[src/rtl/swd_target_pkg.sv]
// swd_target_pkg: shared states, ACK codes, request bit positions and defaults for the SWD target engine.
package swd_target_pkg;
    localparam int LINE_RESET_CYCLES_DEFAULT = 50;

    typedef enum logic [3:0] {LRST, IDLE, REQ, TRN1, ACK, RDATA, TRN2, WTRN, WDATA} state_t;

    localparam logic [2:0] OK    = 3'b001;
    localparam logic [2:0] WAIT  = 3'b010;
    localparam logic [2:0] FAULT = 3'b100;

    localparam int REQ_APNDP = 0;
    localparam int REQ_RNW   = 1;
    localparam int REQ_A2    = 2;
    localparam int REQ_A3    = 3;
    localparam int REQ_PAR   = 4;
    localparam int REQ_STOP  = 5;
    localparam int REQ_PARK  = 6;
endpackage

[src/rtl/swd_line_reset_detector.sv]
// swd_line_reset_detector: saturating count of host-driven 1s; pulses line_reset_seen once per run.
module swd_line_reset_detector
    import swd_target_pkg::*;
#(
    parameter int LINE_RESET_CYCLES = LINE_RESET_CYCLES_DEFAULT
) (
    input  logic swclk,
    input  logic rst,
    input  logic swdio_in,
    input  logic swdio_oe,
    output logic sat,
    output logic hit,
    output logic line_reset_seen
);
    localparam int W = $clog2(LINE_RESET_CYCLES + 1);
    localparam logic [W-1:0] MAX = W'(LINE_RESET_CYCLES);

    logic [W-1:0] cnt;

    assign sat = cnt == MAX;
    // The target's own driven bits are not host 1s, so they never advance the count.
    assign hit = !swdio_oe && swdio_in && cnt == MAX - 1'b1;

    always_ff @(posedge swclk or posedge rst) begin
        if (rst) begin
            cnt             <= '0;
            line_reset_seen <= 1'b0;
        end else begin
            cnt             <= (swdio_oe || !swdio_in) ? '0 : sat ? cnt : cnt + 1'b1;
            line_reset_seen <= hit;
        end
    end
endmodule

[src/rtl/swd_target_responder.sv]
// swd_target_responder: target-side SWD engine decoding host requests, returning ACK/read data and capturing writes.
// Define SWD_WDATA_PARITY_CHECK_EN to reject write data whose parity bit mismatches.
module swd_target_responder
    import swd_target_pkg::*;
#(
    parameter int LINE_RESET_CYCLES = LINE_RESET_CYCLES_DEFAULT
) (
    input  logic        swclk,
    input  logic        rst,
    input  logic        swdio_in,
    output logic        swdio_out,
    output logic        swdio_oe,
    output logic        cmd_valid,
    output logic        cmd_apndp,
    output logic        cmd_rnw,
    output logic [1:0]  cmd_addr,
    input  logic [2:0]  rsp_ack,
    input  logic [31:0] rsp_rdata,
    output logic        wr_valid,
    output logic [31:0] wr_data,
    output logic        protocol_err,
    output logic        line_reset_seen
);
    state_t      state, state_n;
    logic [5:0]  cnt, cnt_n;
    logic [32:0] sr, sr_n;
    logic [2:0]  ack_r, ack_n;
    logic [6:0]  req_bits;
    logic [1:0]  addr_n;
    logic [31:0] wr_data_n;
    logic        req_ok, sat, hit;
    logic        out_n, oe_n, cmd_valid_n, err_n, wr_valid_n, apndp_n, rnw_n;

    swd_line_reset_detector #(.LINE_RESET_CYCLES(LINE_RESET_CYCLES)) u_lrd (
        .swclk(swclk),
        .rst(rst),
        .swdio_in(swdio_in),
        .swdio_oe(swdio_oe),
        .sat(sat),
        .hit(hit),
        .line_reset_seen(line_reset_seen)
    );

    // Six earlier request bits sit at the top of the shift register when the park bit arrives.
    assign req_bits = {swdio_in, sr[32:27]};
    assign req_ok   = (req_bits[REQ_PAR] == ^req_bits[REQ_A3:REQ_APNDP]) && !req_bits[REQ_STOP] && req_bits[REQ_PARK];

    always_ff @(posedge swclk or posedge rst) begin
        if (rst) begin
            state        <= LRST;
            cnt          <= '0;
            sr           <= '0;
            ack_r        <= '0;
            swdio_out    <= 1'b0;
            swdio_oe     <= 1'b0;
            cmd_valid    <= 1'b0;
            cmd_apndp    <= 1'b0;
            cmd_rnw      <= 1'b0;
            cmd_addr     <= '0;
            wr_valid     <= 1'b0;
            wr_data      <= '0;
            protocol_err <= 1'b0;
        end else begin
            state        <= state_n;
            cnt          <= cnt_n;
            sr           <= sr_n;
            ack_r        <= ack_n;
            swdio_out    <= out_n;
            swdio_oe     <= oe_n;
            cmd_valid    <= cmd_valid_n;
            cmd_apndp    <= apndp_n;
            cmd_rnw      <= rnw_n;
            cmd_addr     <= addr_n;
            wr_valid     <= wr_valid_n;
            wr_data      <= wr_data_n;
            protocol_err <= err_n;
        end
    end

    always_comb begin
        state_n     = state;
        cnt_n       = '0;
        sr_n        = sr;
        ack_n       = ack_r;
        out_n       = 1'b0;
        oe_n        = 1'b0;
        cmd_valid_n = 1'b0;
        err_n       = 1'b0;
        wr_valid_n  = 1'b0;
        wr_data_n   = wr_data;
        apndp_n     = cmd_apndp;
        rnw_n       = cmd_rnw;
        addr_n      = cmd_addr;
        case (state)
            LRST: state_n = (sat && !swdio_in) ? IDLE : LRST;
            IDLE: state_n = swdio_in ? REQ : IDLE;
            REQ: begin
                sr_n  = {swdio_in, sr[32:1]};
                cnt_n = cnt + 6'd1;
                if (cnt == 6'd6) begin
                    state_n     = req_ok ? TRN1 : IDLE;
                    cnt_n       = '0;
                    cmd_valid_n = req_ok;
                    err_n       = !req_ok;
                    if (req_ok) {apndp_n, rnw_n, addr_n} = {req_bits[REQ_APNDP], req_bits[REQ_RNW], req_bits[REQ_A3], req_bits[REQ_A2]};
                end
            end
            TRN1: begin
                state_n = ACK;
                ack_n   = rsp_ack;
                sr_n    = {^rsp_rdata, rsp_rdata};
                out_n   = rsp_ack[0];
                oe_n    = 1'b1;
            end
            ACK: begin
                cnt_n = cnt + 6'd1;
                oe_n  = 1'b1;
                out_n = cnt[0] ? ack_r[2] : ack_r[1];
                if (cnt == 6'd2) begin
                    state_n = (ack_r != OK) ? TRN2 : cmd_rnw ? RDATA : WTRN;
                    cnt_n   = '0;
                    oe_n    = ack_r == OK && cmd_rnw;
                    out_n   = oe_n && sr[0];
                end
            end
            RDATA: begin
                cnt_n = cnt + 6'd1;
                sr_n  = {1'b0, sr[32:1]};
                oe_n  = cnt != 6'd32;
                out_n = oe_n && sr[1];
                state_n = (cnt == 6'd32) ? TRN2 : RDATA;
            end
            WTRN: state_n = WDATA;
            WDATA: begin
                sr_n  = {swdio_in, sr[32:1]};
                cnt_n = cnt + 6'd1;
                if (cnt == 6'd32) begin
                    state_n = IDLE;
                    cnt_n   = '0;
`ifdef SWD_WDATA_PARITY_CHECK_EN
                    wr_valid_n = (^sr[32:1]) == swdio_in;
                    err_n      = !wr_valid_n;
                    wr_data_n  = wr_valid_n ? sr[32:1] : wr_data;
`else
                    wr_valid_n = 1'b1;
                    wr_data_n  = sr[32:1];
`endif
                end
            end
            TRN2: state_n = IDLE;
            default: state_n = LRST;
        endcase
        if (hit) begin
            state_n     = LRST;
            cnt_n       = '0;
            out_n       = 1'b0;
            oe_n        = 1'b0;
            cmd_valid_n = 1'b0;
            err_n       = 1'b0;
            wr_valid_n  = 1'b0;
            wr_data_n   = wr_data;
        end
    end
endmodule

[config.mk]
export PLATFORM = sky130hd
export DESIGN_NAME = swd_target_responder
export DESIGN_NICKNAME = d
export VERILOG_FILES = /design/src/rtl/swd_target_pkg.sv /design/src/rtl/swd_line_reset_detector.sv /design/src/rtl/swd_target_responder.sv
export SDC_FILE = /design/constraint.sdc
export NUM_CORES = 1
export LEC_CHECK = 0
export ABC_AREA = 1
export CORE_MARGIN = 8
export CORE_UTILIZATION = 29
export DETAILED_ROUTE_END_ITERATION = 10
export DONT_BUFFER_PORTS = 1
export GPL_TIMING_DRIVEN = 1
export PLACE_DENSITY = 0.4
export SLEW_MARGIN = 20
export SYNTH_ARGS = -nofsm -noshare
export SYNTH_HDL_FRONTEND = slang
export SYNTH_SLANG_ARGS = --single-unit
[constraint.sdc]
create_clock -name swclk -period 4 [get_ports swclk]
set_input_delay 0.8 -clock swclk [delete_from_list [all_inputs] [get_ports swclk]]
set_output_delay 0.8 -clock swclk [all_outputs]
set_load 0.005 [all_outputs]
==> impl_metrics.csv, run 1 <==
group,metric,value,unit
global_route,grt_max_degree,58,
critical_path,slowest_stage,"nand3_2",
clock_tree,path_clk_slew,60,ps
route,ant_nets,0,
power,p_leak,2.773,nW
power,ir_drop,0.0001870,V
global_route,grt_pass1_vias,4101,
critical_path,rr_worst_depth,10,
die,die-area,21720,um^2
sta,timing.final.crit_share,59.43,%
route,drcViolationCount,0,
sta,hold_viol,0,
clock_tree,cts_max_level,3,
die,die_height,147.4,um
clock_tree,cts_root_buffer,"clkbuf_16",
route,routed_wl,12410,um
clock_tree,cts_buffer_depth,2,
placement,numPortBuffers,0,
critical_path,path_cells,"inv_1, nand2_1, nor3_2, inv_2, nand2_2, inv_2, nand3_2, buf_4, o211ai_1, o21ai_1",
sta,tns,0,ps
synth,synth_cells,640,
synth,ys_seq_elements,94,
die,die_width,147.4,um
critical_path,worst_r2r_endpoint,"sr[14]$_DFFE_PP0P_",
global_route,antenna_found_initial,0,
clock_tree,post_cts_buffers,0,
layout,nNetsFinal,680,
synth,syn_nets,684,
sta,finalMaxSlewViolations,0,
critical_path,cp_common_cell,"inv_2",
critical_path,arrival,2640,ps
clock_tree,cts_hold_buffers,0,
layout,register_area,2352,um^2
job,max-cap-violations,0,
route,drt_pre_antenna_iters,4,
layout,nFillCells,1873,
synth,synth_cell_types,34,
critical_path,critPathKind,"flop to flop",
synth,syn_area_per_cell,7.820,um^2
critical_path,cp.required,4270,ps
placement,gp_congestion,0.8844,
layout,area_delta_synth_final,8.625,%
sta,setup_ws,1623,ps
global_route,grt_pass1_wl,20910,um
layout,finalInstanceArea,5436,um^2
global_route,overflow,0,
layout,antenna_cells,0,
layout,multi_input_area,2156,um^2
global_route,track_usage,12.15,%
synth,synth_warnings,0,
sta,period_needed,2377,ps
placement,dp_hpwl,9508,um
hold_path,hold_path.class,"input port to asynchronous set/reset pin",
die,ios,80,
sta,rsz0062_at_grt,"false",
placement,dpl_cell_area,5186,um^2
power,p_per_area,339.9,nW/um^2
route,wl_per_cell,14.34,um
clock_tree,clock_sinks,94,
sta,maxSlewHeadroom,50.36,%
critical_path,cp-end-kind,"flop",
synth,ys_seq_area_share,47.00,%
die,start_util,29.34,%
critical_path,path_max_fanout,34,
synth,syn_area,5005,um^2
layout,drive_gt1_share,6.094,%
route,drtIter0Drc,185,
clock_tree,cts_resized,0,
clock_tree,cts_tree,"built",
critical_path,r2r_slack,1620,ps
sta,worst_pin_slew,744.6,ps
route,vias,3938,
placement,dpl_worst_slack,1454,ps
sta,fin_skew,6.546,ps
sta,whs,427.5,ps
route,via_per_inst,4.553,
status,status,"completed",
critical_path,slowest_delay,460,ps
clock_tree,clk_latency,340,ps
die,core_region_area,17060,um^2
sta,report.final.setup_viol,0,
critical_path,rr_startpoint,"state[1]$_DFFE_PP0P_",
critical_path,worst_setup_path_start_kind,"flop",
sta,max_freq,0.4207,GHz
die,num_rows,48,
clock_tree,cts_made_buffers,9,
==> power by group <==
| part | switching, mW | internal, mW |
|---|---|---|
| combinational | 0.0867 | 0.0450 |
| sequential | 0.00363 | 0.953 |
| clock | 0.343 | 0.417 |
| total | 0.433 | 1.41 |
==> synthesized netlist by cell type (all sizes together) <==
cell type / instances / area, um^2
a21oi: 9 / 45.04
a311oi: 1 / 8.760
o31ai: 2 / 15.01
a221oi: 1 / 8.760
o21a: 1 / 7.510
nor2: 28 / 125.1
o21ai: 73 / 365.4
xor2: 10 / 87.58
o31a: 1 / 8.760
nor4: 1 / 12.51
nand3: 20 / 105.1
xnor2: 13 / 113.9
inv: 95 / 356.6
and3: 1 / 6.260
clkbuf: 3 / 11.26
nand2: 218 / 820.8
nor3: 5 / 46.30
a41oi: 1 / 8.760
o2111ai: 1 / 8.760
nand4: 7 / 43.79
o211ai: 32 / 240.2
buf: 17 / 131.4
dfrtp: 94 / 2352
ha: 6 / 75.07
==> layout by cell type, fill, tap and decap left out, types with 7 or more instances in the layout <==
master,count
dfrtp_1,94
nand3_1,19
nor2_1,24
o21ai_0,11
inv_2,11
a21oi_1,9
clkbuf_16,9
xor2_1,10
inv_1,83
o21ai_1,62
xnor2_1,13
nand2_1,216
nand4_1,7
o211ai_1,32
==> kinds of logic after synthesis <==
logic type,after synthesis,synth area share [%]
buf+inv,115,9.975
flops,94,47.00
simple gates,280,23.18
compound gates,122,14.33
fa+ha+maj,6,1.500
xor+xnor,23,4.025
==> routing by layer <==
layer / up-vias / track usage [%] / part of all wire, %
li1: 2039 / - / -
met1: 1804 / 13.94 / 43
met2: 82 / 20.62 / 49
met3: 13 / 3.271 / 5.9
met4: 0 / 5.915 / 2.2
met5: - / 0 / 0
==> flip-flops by register name, summed over array words and instances (netlist names), 2 cells and up <==
signal and cells:
sr 33, u_lrd.cnt 6, wr_data 32, ack_r 3, cmd_addr 2, state 4
cnt 6
==> metrics by stage <==
| stage | power [mW] | utilization, % | instances |
|---|---|---|---|
| 2_1_floorplan | 1.080 | - | 640 |
| 3_3_place_gp | 1.105 | 30.41 | 850 |
| 3_5_place_dp | 1.109 | 30.41 | 850 |
| 4_1_cts | 1.890 | 31.87 | 865 |
| 5_1_grt | 1.944 | 31.87 | 865 |
| 6_report | 1.848 | 31.87 | 865 |
==> worst max path at each step <==
stage                              endpoint  slack (ps)            startpoint
floorplan              ack_r[0]$_DFFE_PP0N_         750                   rst
global placement    wr_data[30]$_DFFE_PP0P_        1510              swdio_in
detailed placement   wr_data[0]$_DFFE_PP0P_        1450              swdio_in
CTS                       sr[5]$_DFFE_PP0P_        1590  state[1]$_DFFE_PP0P_
global route              sr[5]$_DFFE_PP0P_        1360  state[3]$_DFFE_PP0P_
finish                   sr[14]$_DFFE_PP0P_        1620  state[1]$_DFFE_PP0P_
==> final cells by class <==
class	count	area share, %
Inverter	95	6.605
Clock buffer	13	4.419
Multi-Input combinational cell	431	39.65
Sequential cell	94	43.27
Timing Repair Buffer	5	0.6904
Tap cell	225	5.178
Clock inverter	2	0.1841
==> critical path: cells and delay by family, from the launching register on <==
| kind | cells | cell delay [ps] |
|---|---|---|
| and+or+nand+nor | 4 | 880 |
| buffers and inverters | 4 | 750 |
| DFF | 1 | 410 |
| AOI/OAI and AO/OA | 2 | 250 |
Power figures use the tool's default switching activity.
==> run 2: changes to the inputs <==
- PLACE_DENSITY: 0.4 -> 0.41
- clock period: 4 -> 2 ns (I/O delays scaled with it)
==> run 2 against run 1 <==
Net effect: first-iteration DRC count grew 7.6%; clock power grew 130%; sequential power grew 100%; sequential share of layout area shrank 1.6 points; maximum frequency grew 31%; die area is the same; non-clock buffer count grew 10; final cell count grew 1.3%; count of clock-buffer cells in the layout is the same; register-to-register slack lost 1400 ps; setup slack lost 1400 ps; final area grew 3.9%.
==> impl_metrics.csv, run 2 (synthesis gave the netlist of run 1 again) <==
group,metric,value,unit
status,status,"completed",
power,p_per_area,701.6,nW/um^2
route,via_per_inst,4.621,
layout,layout_common_cells,"nand2_1 (216), dfrtp_1 (94), inv_1 (83), o21ai_1 (62), o211ai_1 (32)",
sta,maxSlewHeadroom,63.02,%
die,core_region_area,17060,um^2
route,wl_per_cell,14.70,um
clock_tree,post_cts_buffers,0,
hold_path,hold_path.class,"input port to flop",
global_route,track_usage,12.27,%
route,drtIter0Drc,199,
layout,final_cells,876,
critical_path,r2r_slack,180,ps
sta,period_needed,1817,ps
layout,nNetsFinal,690,
sta,tns,0,ps
global_route,grt_pass1_wl,21200,um
sta,hold_viol,0,
layout,area_delta_synth_final,12.85,%
critical_path,rr_worst_depth,11,
placement,gp_congestion,0.8410,
sta,report.final.setup_viol,0,
clock_tree,clock_sinks,94,
layout,final_common_cell,"nand2_1",
clock_tree,cts_made_buffers,9,
die,num_rows,48,
placement,placed_cells,858,
critical_path,slowest_delay,420,ps
die,die_width,147.4,um
route,drt-met1-wl,5494,um
placement,dpl_cell_area,5310,um^2
die,die_height,147.4,um
route,routed_wl,12870,um
critical_path,slowest_stage,"dfrtp_1",
sta,fin_skew,9.498,ps
critical_path,cp_top_family,"buffers and inverters",
power,power.total,3.962,mW
sta,timing.final.crit_share,90.83,%
layout,regMostFlops,"sr",
die,ios,80,
power,ir_drop,0.0003509,V
clock_tree,path_clk_slew,70,ps
global_route,overflow,0,
clock_tree,cts_root_buffer,"clkbuf_16",
clock_tree,cts_tree,"built",
clock_tree,cts_resized,0,
critical_path,path_cells,"inv_1, nand2_1, nor3_2, inv_2, nand2_2, nor2_4, inv_2, buf_4, nand2_1, o211ai_1, o21ai_1",
route,dr_wl_met2,6217,um
layout,final_util,33.11,%
route,drt_pre_antenna_iters,4,
clock_tree,cts_buffer_depth,2,
route,drcViolationCount,0,
power,p_leak,2.871,nW
global_route,grt_pass1_vias,4184,
sta,finalMaxSlewViolations,0,
route,ant_nets,0,
placement,numPortBuffers,0,
global_route,grt_max_degree,66,
die,die-area,21720,um^2
sta,rsz0062_at_grt,"false",
route,topRoutingLayerUsed,"met4",
sta,worst_pin_slew,553.5,ps
critical_path,cp-end-kind,"flop",
clock_tree,cts_max_level,3,
layout,antenna_cells,0,
placement,dp_hpwl,9323,um
clock_tree,clk_latency,350,ps
critical_path,arrival,2050,ps
hold_path,whs_path_depth,2,
critical_path,cp.required,2240,ps
critical_path,crit_buf_inv,4,
global_route,antenna_found_initial,0,
route,dr_wl_met3,738,um
sta,max_freq,0.5505,GHz
layout,largest_reg_flops,33,
critical_path,cp.depth,11,
layout,finalInstanceArea,5648,um^2
die,start_util,29.34,%
layout,biggestRegsByFlops,"sr x33, wr_data x32",
critical_path,path_max_fanout,20,
job,max-cap-violations,0,
layout,drive_gt1_share,7.834,%
critical_path,worst_setup_path_start_kind,"flop",
critical_path,critPathKind,"flop to flop",
route,vias,4048,
-- run 2: cell types whose count changed in the layout (fill, tap and decap cells not counted) --
| cell | change |
|---|---|
| buf_12 | +5 |
| buf_4 | +3 |
| clkbuf_1 | -2 |
| clkbuf_8 | +2 |
| clkinvlp_4 | +2 |
| bufinv_16 | +1 |
| clkbuf_16 | +1 |
| clkinv_2 | -1 |
| dlygate4sd3_1 | +1 |
| inv_4 | -1 |
-- run 2: worst paths after layout --
| path | from | to |
|---|---|---|
| worst max register to register | state[1]$_DFFE_PP0P_ | sr[15]$_DFFE_PP0P_ |
| worst min-delay path | rsp_ack[2] | ack_r[2]$_DFFE_PP0N_ |
| worst min register to register | ack_r[1]$_DFFE_PP0N_ | ack_r[1]$_DFFE_PP0N_ |
| worst max-delay path | state[1]$_DFFE_PP0P_ | sr[15]$_DFFE_PP0P_ |
| min in group asynchronous | rst | cnt[2]$_DFF_PP0_ |
| max in group asynchronous | rst | wr_data[29]$_DFFE_PP0P_ |
-- run 2: area by class of cell --
class	count	area, um^2
inverters	95	360.3
flip-flops and latches	94	2352
repair buffers	15	195.2
well taps	225	281.5
fillers	1800	11410
clock inverters	3	42.54
clock buffers	13	260.3
multi-input cells	431	2156
-- run 2: where the power goes --
part,internal [mW],switching (mW)
clock network,1.04,0.738
registers,1.91,0.00743
logic,0.0977,0.177
-- run 2: per-stage QoR --
step / worst slack, ps / hold WS [ps]
after floorplan: 394.2 / 464.8
after global placement: 188.6 / 347.7
after detailed placement: 187.9 / 354.8
after CTS: 159.5 / 149.4
after global routing: 0.09548 / 169.6
final: 183.3 / 165.3
-- run 2: repair_timing --
action / CTS / global route
hold endpoints to repair: 21 / 0
hold buffers: 1 / 0
endpoints found under the setup margin: 0 / 3
-- run 2: worst reg2reg max path: cells and delay by family (launching register included) --
family | cells | cell delay (ps)
AND/OR/NAND/NOR | 5 | 550
buffers and inverters | 4 | 540
flip-flops | 1 | 420
AO/OA/AOI/OAI | 2 | 180
-- run 2: layer usage --
metal | track usage, % | vias to the layer above
met2 | 20.32 | 69
li1 | - | 2053
met5 | 0 | -
met3 | 3.516 | 21
met1 | 13.87 | 1905
met4 | 7.241 | 0
